### config.mk
export PLATFORM = sky130hd
export DESIGN_NAME = register32
export DESIGN_NICKNAME = d
export VERILOG_FILES = /design/src/rtl/register32_pkg.sv /design/src/rtl/register32.sv
export SDC_FILE = /design/constraint.sdc
export NUM_CORES = 1
export LEC_CHECK = 0
export CORE_ASPECT_RATIO = 1.2
export CORE_MARGIN = 5
export CORE_UTILIZATION = 37
export DETAILED_ROUTE_END_ITERATION = 8
export GPL_TIMING_DRIVEN = 0
export PLACE_DENSITY_LB_ADDON = 0.2
export SLEW_MARGIN = 10
export SYNTH_ARGS = -nofsm -noshare
export SYNTH_HDL_FRONTEND = slang
export SYNTH_SLANG_ARGS = --single-unit
### constraint.sdc
create_clock -name Clk -period 0.9 [get_ports Clk]
set_input_delay 0.135 -clock Clk [delete_from_list [all_inputs] [get_ports Clk]]
set_output_delay 0.135 -clock Clk [all_outputs]
set_load 0.01 [all_outputs]
### src/rtl/register32_pkg.sv
// Shared datapath constants for word-wide storage elements.
package register32_pkg;

    localparam int DATA_WIDTH = 32;

    typedef logic [DATA_WIDTH-1:0] word_t;

endpackage : register32_pkg

### src/rtl/register32.sv
// Word-wide storage register with synchronous clear and load enable.
// Clear wins over load, and the register holds its value when neither is asserted.
module register32
    import register32_pkg::*;
#(
    parameter int WIDTH = DATA_WIDTH
) (
    output logic [WIDTH-1:0] Q,
    input  logic [WIDTH-1:0] D,
    input  logic             LE,
    input  logic             Clr,
    input  logic             Clk
);

    logic [WIDTH-1:0] r_q;

    always_ff @(posedge Clk) begin
        if (Clr) begin
            r_q <= '0;
        end else if (LE) begin
            r_q <= D;
        end
    end

    // Q comes straight from the flops, so there is no path from D to Q.
    assign Q = r_q;

endmodule : register32

==> Word-level counts from Yosys, hierarchy flattened <==
Cells that the tools add are included.
{ "word_totals": {"ff_bits": 32, "word_cells": 1, "in_bits": 35, "out_inout_bits": 32} }

==> Longest topological paths before layout <==
Gate-level depths: netlist of run 1.
{ "depth": {"word_depth": 0, "mapped_depth": 4, "mapped_depth_nobuf": 2} }

==> Worst setup path before layout of run 1 <==
OpenSTA, ideal clock, no wires.
{ "synth_timing": {"kind": "input -> register", "from": "input port LE", "to": "register r_q[0], in the netlist Q[0]", "stages": 4, "arrival_time_ps": 600, "required_time_ps": 772, "path_buffers": 2, "slack_ps": 172, "cell_sequence": "buf_6 > buf_12 > mux2i_1 > nor2_1"} }
{ "synth_rtl": {"columns": ["element", "line_no", "source"], "rows": [
  ["start, declared", "register32.sv:10", "input logic LE,"],
  ["end signal, assigned", "register32.sv:19", "r_q <= '0;"],
  ["end signal, assigned", "register32.sv:21", "r_q <= D;"],
  ["end, declared", "register32.sv:15", "logic [WIDTH-1:0] r_q;"]
]} }

==> Final worst setup path of run 1 <==
{ "layout_timing": {"from": "register r_q[29], in the netlist Q[29]", "to": "output port Q[29]"} }
{ "layout_rtl": {"columns": ["element", "line_no", "source"], "rows": [
  ["end, declared", "register32.sv:8", "output logic [WIDTH-1:0] Q,"]
]} }
No word-level cell between the ends.

==> results of run 1 <==
-- synthesized netlist by cell type, drive strengths merged --
master  number
dfxtp       32
nor2        32
mux2i       32
clkbuf       3
buf          4
-- per-stage QoR --
step / util, % / TNS [ps]
6_report: 66.5 / -16.8
5_1_grt: 66.5 / -1340
4_1_cts: 66.3 / -559
3_5_place_dp: 60.9 / -14450
3_3_place_gp: 60.9 / -13850
2_1_floorplan: - / 0
-- repair_timing --
action | 4_1_cts | 5_1_grt
setup endpoints to repair | 62 | 32
resized for setup | 195 | 0
setup buffers | 3 | 1
-- power by group through the flow --
stage	Sequential (mW)	Clock (mW)	Combinational (mW)
detailed placement	1.58	0	0.583
global route	1.59	0.928	0.654
CTS	1.58	0.856	0.612
global placement	1.57	0	0.573
finish	1.58	0.823	0.606
floorplan	1.61	0	0.196
-- cell type report --
class / instances / area (um^2) / area share, %
Clock buffer: 8 / 58.8 / 2.89
Tap cell: 36 / 45.0 / 2.22
Multi-Input combinational cell: 64 / 440 / 21.7
Timing Repair Buffer: 69 / 721 / 35.5
Sequential cell: 32 / 681 / 33.5
Buffer: 7 / 86.3 / 4.25
-- worst min-delay path by stage --
stage | slack [ps] | start | end
after global placement | 440 | LE | Q[29]$_SDFFE_PP0P_
final | 120 | LE | Q[29]$_SDFFE_PP0P_
after global routing | 140 | LE | Q[31]$_SDFFE_PP0P_
after detailed placement | 460 | LE | Q[29]$_SDFFE_PP0P_
after CTS | 110 | LE | Q[29]$_SDFFE_PP0P_
after floorplan | 210 | Clr | Q[29]$_SDFFE_PP0P_
-- layer usage --
metal	routed length, um	vias up
met5	0	-
met4	38	0
met3	295	5
met2	1500	37
met1	1050	440
li1	-	489
-- kinds of logic after synthesis --
group | share of synthesized area, %
flops | 55.1
mux | 27.5
simple gates | 10.3
buf+inv | 7.10
==> run_results.csv, run 1 <==
group,metric,value,unit
place,dp_hpwl,2280,um
grt,antenna_found_initial,0,
detailed_routing,wl_per_cell,13.4,um
cells_and_area,antennaDiodeCount,0,
worst_setup_path,reg2reg_slack,130,ps
synthesis,yosysSeqAreaShare,55.1,%
detailed_routing,viasPerCell,4.50,
worst_setup_path,critPathCaptureType,"primary output",
power_and_ir_drop,powerDensity,1480,mW/mm^2
sta,slew_violations,0,
worst_setup_path,crit_family,"flip-flops",
clock_tree,insertion_delay,310,ps
floorplanning,die_y,71.4,um
sta,fmax,1110,MHz
cells_and_area,stdcell_count,216,
worst_setup_path,critPathKind,"reg -> out",
synthesis,syn_area,0.00116,mm^2
power_and_ir_drop,combPwrFrac,20.2,%
worst_setup_path,critPathCapture,"Q[29]",
synthesis,synth_top_cell_by_area,"dfxtp_1",
sta,clock-skew-final,0,ps
power_and_ir_drop,peakVddDrop,0.893,mV
detailed_routing,detail-route-antenna-nets,0,
floorplanning,ioPinCount,67,
grt,grt_use_total,14.0,%
power_and_ir_drop,power,3.00,mW
cells_and_area,largest_reg_flops,32,
worst_setup_path,reg2reg_from,"Q[8]$_SDFFE_PP0P_",
worst_setup_path,path_max_fanout,2,
place,place_ws,-419,ps
outcome,status,"complete, but fails checks",
clock_tree,cts.hold.buffers_added,0,
outcome,violations,"setup timing",
worst_setup_path,r2r-end,"Q[8]$_SDFFE_PP0P_",
detailed_routing,routed_wirelength,2890,um
grt,grtUsageMet3,5.59,%
worst_setup_path,rr_worst_depth,3,
sta,setup_viol,8,
worst_setup_path,slowest_delay,340,ps
min_path,hold_depth,3,
min_path,hold_path.class,"in -> reg",
cells_and_area,area_growth,74.6,%
grt,use_met1,14.3,%
clock_tree,cts_made_buffers,5,
power_and_ir_drop,internal-power,2.30,mW
grt,grt_overflow,0,
clock_tree,root_buffer,"clkbuf_4",
sta,period_minus_slack,904,ps
clock_tree,clock-sinks,32,
floorplanning,core,0.00306,mm^2
floorplanning,die_w,61.2,um
grt,top_usage_layer,"met2",
clock_tree,h-tree-depth,2,
synthesis,yosys.area.top_type_share,55.1,%
detailed_routing,vias,971,
grt,grt_max_degree,11,
synthesis,yosysUniqueCellTypes,6,
sta,rsz0062_at_grt,"true",
grt,grt_pass1_wl,4500,um
cells_and_area,final_nets,214,
place,routabilityCongestion,0.680,
synthesis,postSynthAreaPerCell,11.3,um^2
place,place_area,0.00186,mm^2
power_and_ir_drop,pwr-share-seq,52.4,%
cells_and_area,fill_cells,247,
clock_tree,cts_tree,"built",
sta,worst_slack,-4.19,ps
power_and_ir_drop,clkPwrFrac,27.4,%
sta,timing_hold_violations_final,0,
grt,use_met2,23.6,%
worst_setup_path,cp-start-kind,"flip-flop",
floorplanning,initial_core_util,38.1,%
worst_setup_path,crit_slowest_cell,"dfxtp_2",
place,port_buffers,65,
detailed_routing,first_pass_iters,4,
grt,grt_pass1_vias,1033,
sta,final.period_utilization,100,%
power_and_ir_drop,power.leakage,0.948,nW
detailed_routing,drc,0,
power_and_ir_drop,p_switching,0.702,mW
worst_setup_path,required,760,ps
cells_and_area,final_cell_mix,"33 x buf_6, 33 x clkdlybuf4s50_1, 32 x dfxtp_2, 32 x mux2i_1, 32 x nor2_1",
floorplanning,die_area,0.00437,mm^2
synthesis,yosys_warnings,0,
synthesis,netlist_instances,103,
cells_and_area,stdcell_area,0.00203,mm^2
synthesis,synth_area_leaders,"dfxtp_1 55%, mux2i_1 28%, nor2_1 10%, buf_12 5.2%, buf_6 0.97%",
worst_setup_path,critPathLaunch,"Q[29]$_SDFFE_PP0P_",
job,maxCapViolations,0,
sta,worst_pin_slew,166,ps
clock_tree,ctsLongestPathBuffers,2,
synthesis,synth.ff_latch_count,32,
worst_setup_path,crit_chain,"buf_6",
cells_and_area,layout-drive-gt1-share,45.0,%
worst_setup_path,cp.arrival,770,ps
detailed_routing,drtIter0Drc,11,
floorplanning,rows,22,
sta,maxSlewHeadroom,88.6,%
sta,whs,120,ps
worst_setup_path,path_buf_inv,1,
clock_tree,path_clk_slew,90,ps
worst_setup_path,cp.depth,1,
place,dp.cells,204,
synthesis,syn_nets,138,
power_and_ir_drop,switching_share,23.4,%
No activity file was read; power rests on OpenSTA's default activity.
==> inputs of run 2 (changes only) <==
--- a/config.mk
+++ b/config.mk
@@ -6,4 +6,5 @@
 export NUM_CORES = 1
 export LEC_CHECK = 0
+export CAP_MARGIN = 10
 export CORE_ASPECT_RATIO = 1.2
 export CORE_MARGIN = 5
@@ -11,5 +12,5 @@
 export DETAILED_ROUTE_END_ITERATION = 8
 export GPL_TIMING_DRIVEN = 0
-export PLACE_DENSITY_LB_ADDON = 0.2
+export PLACE_DENSITY_LB_ADDON = 0.25
 export SLEW_MARGIN = 10
 export SYNTH_ARGS = -nofsm -noshare
==> constraint.sdc (replaced) <==
create_clock -name Clk -period 0.9 [get_ports Clk]
set_input_delay 0.18 -clock Clk [delete_from_list [all_inputs] [get_ports Clk]]
set_output_delay 0.18 -clock Clk [all_outputs]
set_load 0.01 [all_outputs]
==> run_results.csv, run 2 (same netlist as run 1, synthesis figures left out) <==
group,metric,value,unit
place,dp_hpwl,2250,um
clock_tree,cts_tree,"built",
outcome,violations,"setup timing",
cells_and_area,antennaDiodeCount,0,
power_and_ir_drop,peakVddDrop,1.30,mV
worst_setup_path,path_buf_inv,1,
clock_tree,clock-sinks,32,
min_path,hold_path.class,"in -> reg",
detailed_routing,top_layer,"met4",
cells_and_area,layout-drive-gt1-share,44.9,%
grt,grt_pass1_wl,4350,um
worst_setup_path,rr_worst_depth,4,
worst_setup_path,critPathCaptureType,"primary output",
place,port_buffers,65,
worst_setup_path,critPathKind,"reg -> out",
sta,fin_setup_tns,-1140,ps
detailed_routing,wl_met3,300,um
place,place_area,0.00186,mm^2
grt,grt_pass1_vias,1010,
cells_and_area,area_growth,72.2,%
place,place_ws,-448,ps
grt,antenna_found_initial,0,
cells_and_area,stdcell_area,0.00200,mm^2
sta,clock-skew-final,0,ps
worst_setup_path,crit_chain,"buf_6",
worst_setup_path,slowest_delay,340,ps
clock_tree,insertion_delay,310,ps
floorplanning,die_w,61.2,um
detailed_routing,vias,962,
floorplanning,die_y,71.4,um
sta,maxSlewHeadroom,88.4,%
job,maxCapViolations,0,
min_path,hold_depth,3,
sta,final.period_utilization,105,%
sta,rsz0062_at_grt,"true",
worst_setup_path,required,720,ps
clock_tree,path_clk_slew,80,ps
outcome,status,"complete, but fails checks",
clock_tree,cts_made_buffers,5,
detailed_routing,drt-met1-wl,975,um
sta,worst_pin_slew,169,ps
sta,worst_slack,-47.6,ps
sta,slew_violations,0,
floorplanning,die_area,0.00437,mm^2
floorplanning,ioPinCount,67,
worst_setup_path,cp.depth,1,
detailed_routing,first_pass_iters,3,
clock_tree,root_buffer,"clkbuf_4",
worst_setup_path,cp.arrival,770,ps
detailed_routing,detail-route-antenna-nets,0,
sta,timing_hold_violations_final,0,
detailed_routing,wl_per_cell,13.3,um
grt,grt_overflow,0,
floorplanning,rows,22,
worst_setup_path,cp-start-kind,"flip-flop",
worst_setup_path,path_max_fanout,2,
floorplanning,core,0.00306,mm^2
cells_and_area,final_cell_mix,"33 x buf_6, 33 x clkdlybuf4s50_1, 32 x dfxtp_2, 32 x mux2i_1, 32 x nor2_1",
worst_setup_path,crit_slowest_cell,"dfxtp_2",
worst_setup_path,crit_family,"flip-flops",
floorplanning,initial_core_util,38.1,%
cells_and_area,largest_reg_flops,32,
clock_tree,h-tree-depth,2,
power_and_ir_drop,power.leakage,0.933,nW
place,routabilityCongestion,0.689,
sta,setup_viol,32,
clock_tree,ctsLongestPathBuffers,2,
detailed_routing,viasPerCell,4.54,
cells_and_area,fill_cells,253,
detailed_routing,routed_wirelength,2820,um
detailed_routing,drtIter0Drc,10,
detailed_routing,drc,0,
grt,grt_use_total,13.4,%
power_and_ir_drop,powerDensity,1420,mW/mm^2
grt,grt_max_degree,11,
detailed_routing,wl_met2,1510,um
sta,period_minus_slack,948,ps
sta,fmax,1060,MHz
cells_and_area,final_nets,213,
run 2: path summary, 6_finish.rpt:
kind,startpoint,endpoint,slack (ps)
max reg2reg,Q[6]$_SDFFE_PP0P_,Q[6]$_SDFFE_PP0P_,30
max,Q[29]$_SDFFE_PP0P_,Q[29],-50
min,LE,Q[31]$_SDFFE_PP0P_,170
min reg2reg,Q[27]$_SDFFE_PP0P_,Q[27]$_SDFFE_PP0P_,500
run 2: metal layers:
layer	vias up	GRT usage, %
li1	486	-
met1	431	12.5
met2	41	24.7
met3	4	6.67
met4	0	3.61
met5	-	0
run 2: metrics by stage:
stage / total power, mW / util (%) / std cells / hold WS [ps]
detailed placement: 2.16 / 60.9 / 204 / 482
global route: 3.00 / 65.6 / 212 / 163
CTS: 2.88 / 65.1 / 210 / 158
floorplan: 1.81 / - / 103 / 252
global placement: 2.14 / 60.9 / 204 / 471
finish: 2.84 / 65.6 / 212 / 174
run 2: power breakdown:
part	leakage (nW)	internal, mW	switching (mW)	total (mW)
Sequential	0.275	1.52	0.0586	1.58
Combinational	0.634	0.397	0.205	0.601
Clock	0.0230	0.260	0.400	0.660
Total	0.933	2.17	0.663	2.84
run 2: cell type report:
| class | instances | area (um^2) | share of cell area [%] |
|---|---|---|---|
| sequential | 32 | 681 | 34.0 |
| multi-input combinational | 64 | 440 | 22.0 |
| tap | 36 | 45.0 | 2.25 |
| timing repair buffer | 68 | 713 | 35.6 |
| buffer | 7 | 86.3 | 4.31 |
| clock buffer | 5 | 37.5 | 1.87 |
run 2: what timing repair did:
item | CTS | global route
resized for setup | 195 | 0
hold buffers | 0 | 0
setup buffers | 1 | 2
setup endpoints to repair | 62 | 32
run 2: tightest hold or removal path, stage by stage:
cell,delay (ps)
buf_6,120
mux2i_1,80
nor2_1,80
==> inputs of run 3 (changes only) <==
- HOLD_SLACK_MARGIN: unset -> 0.02
==> results of run 3 <==
Same layout as run 2: the final DEF is identical, and so are final timing and power.
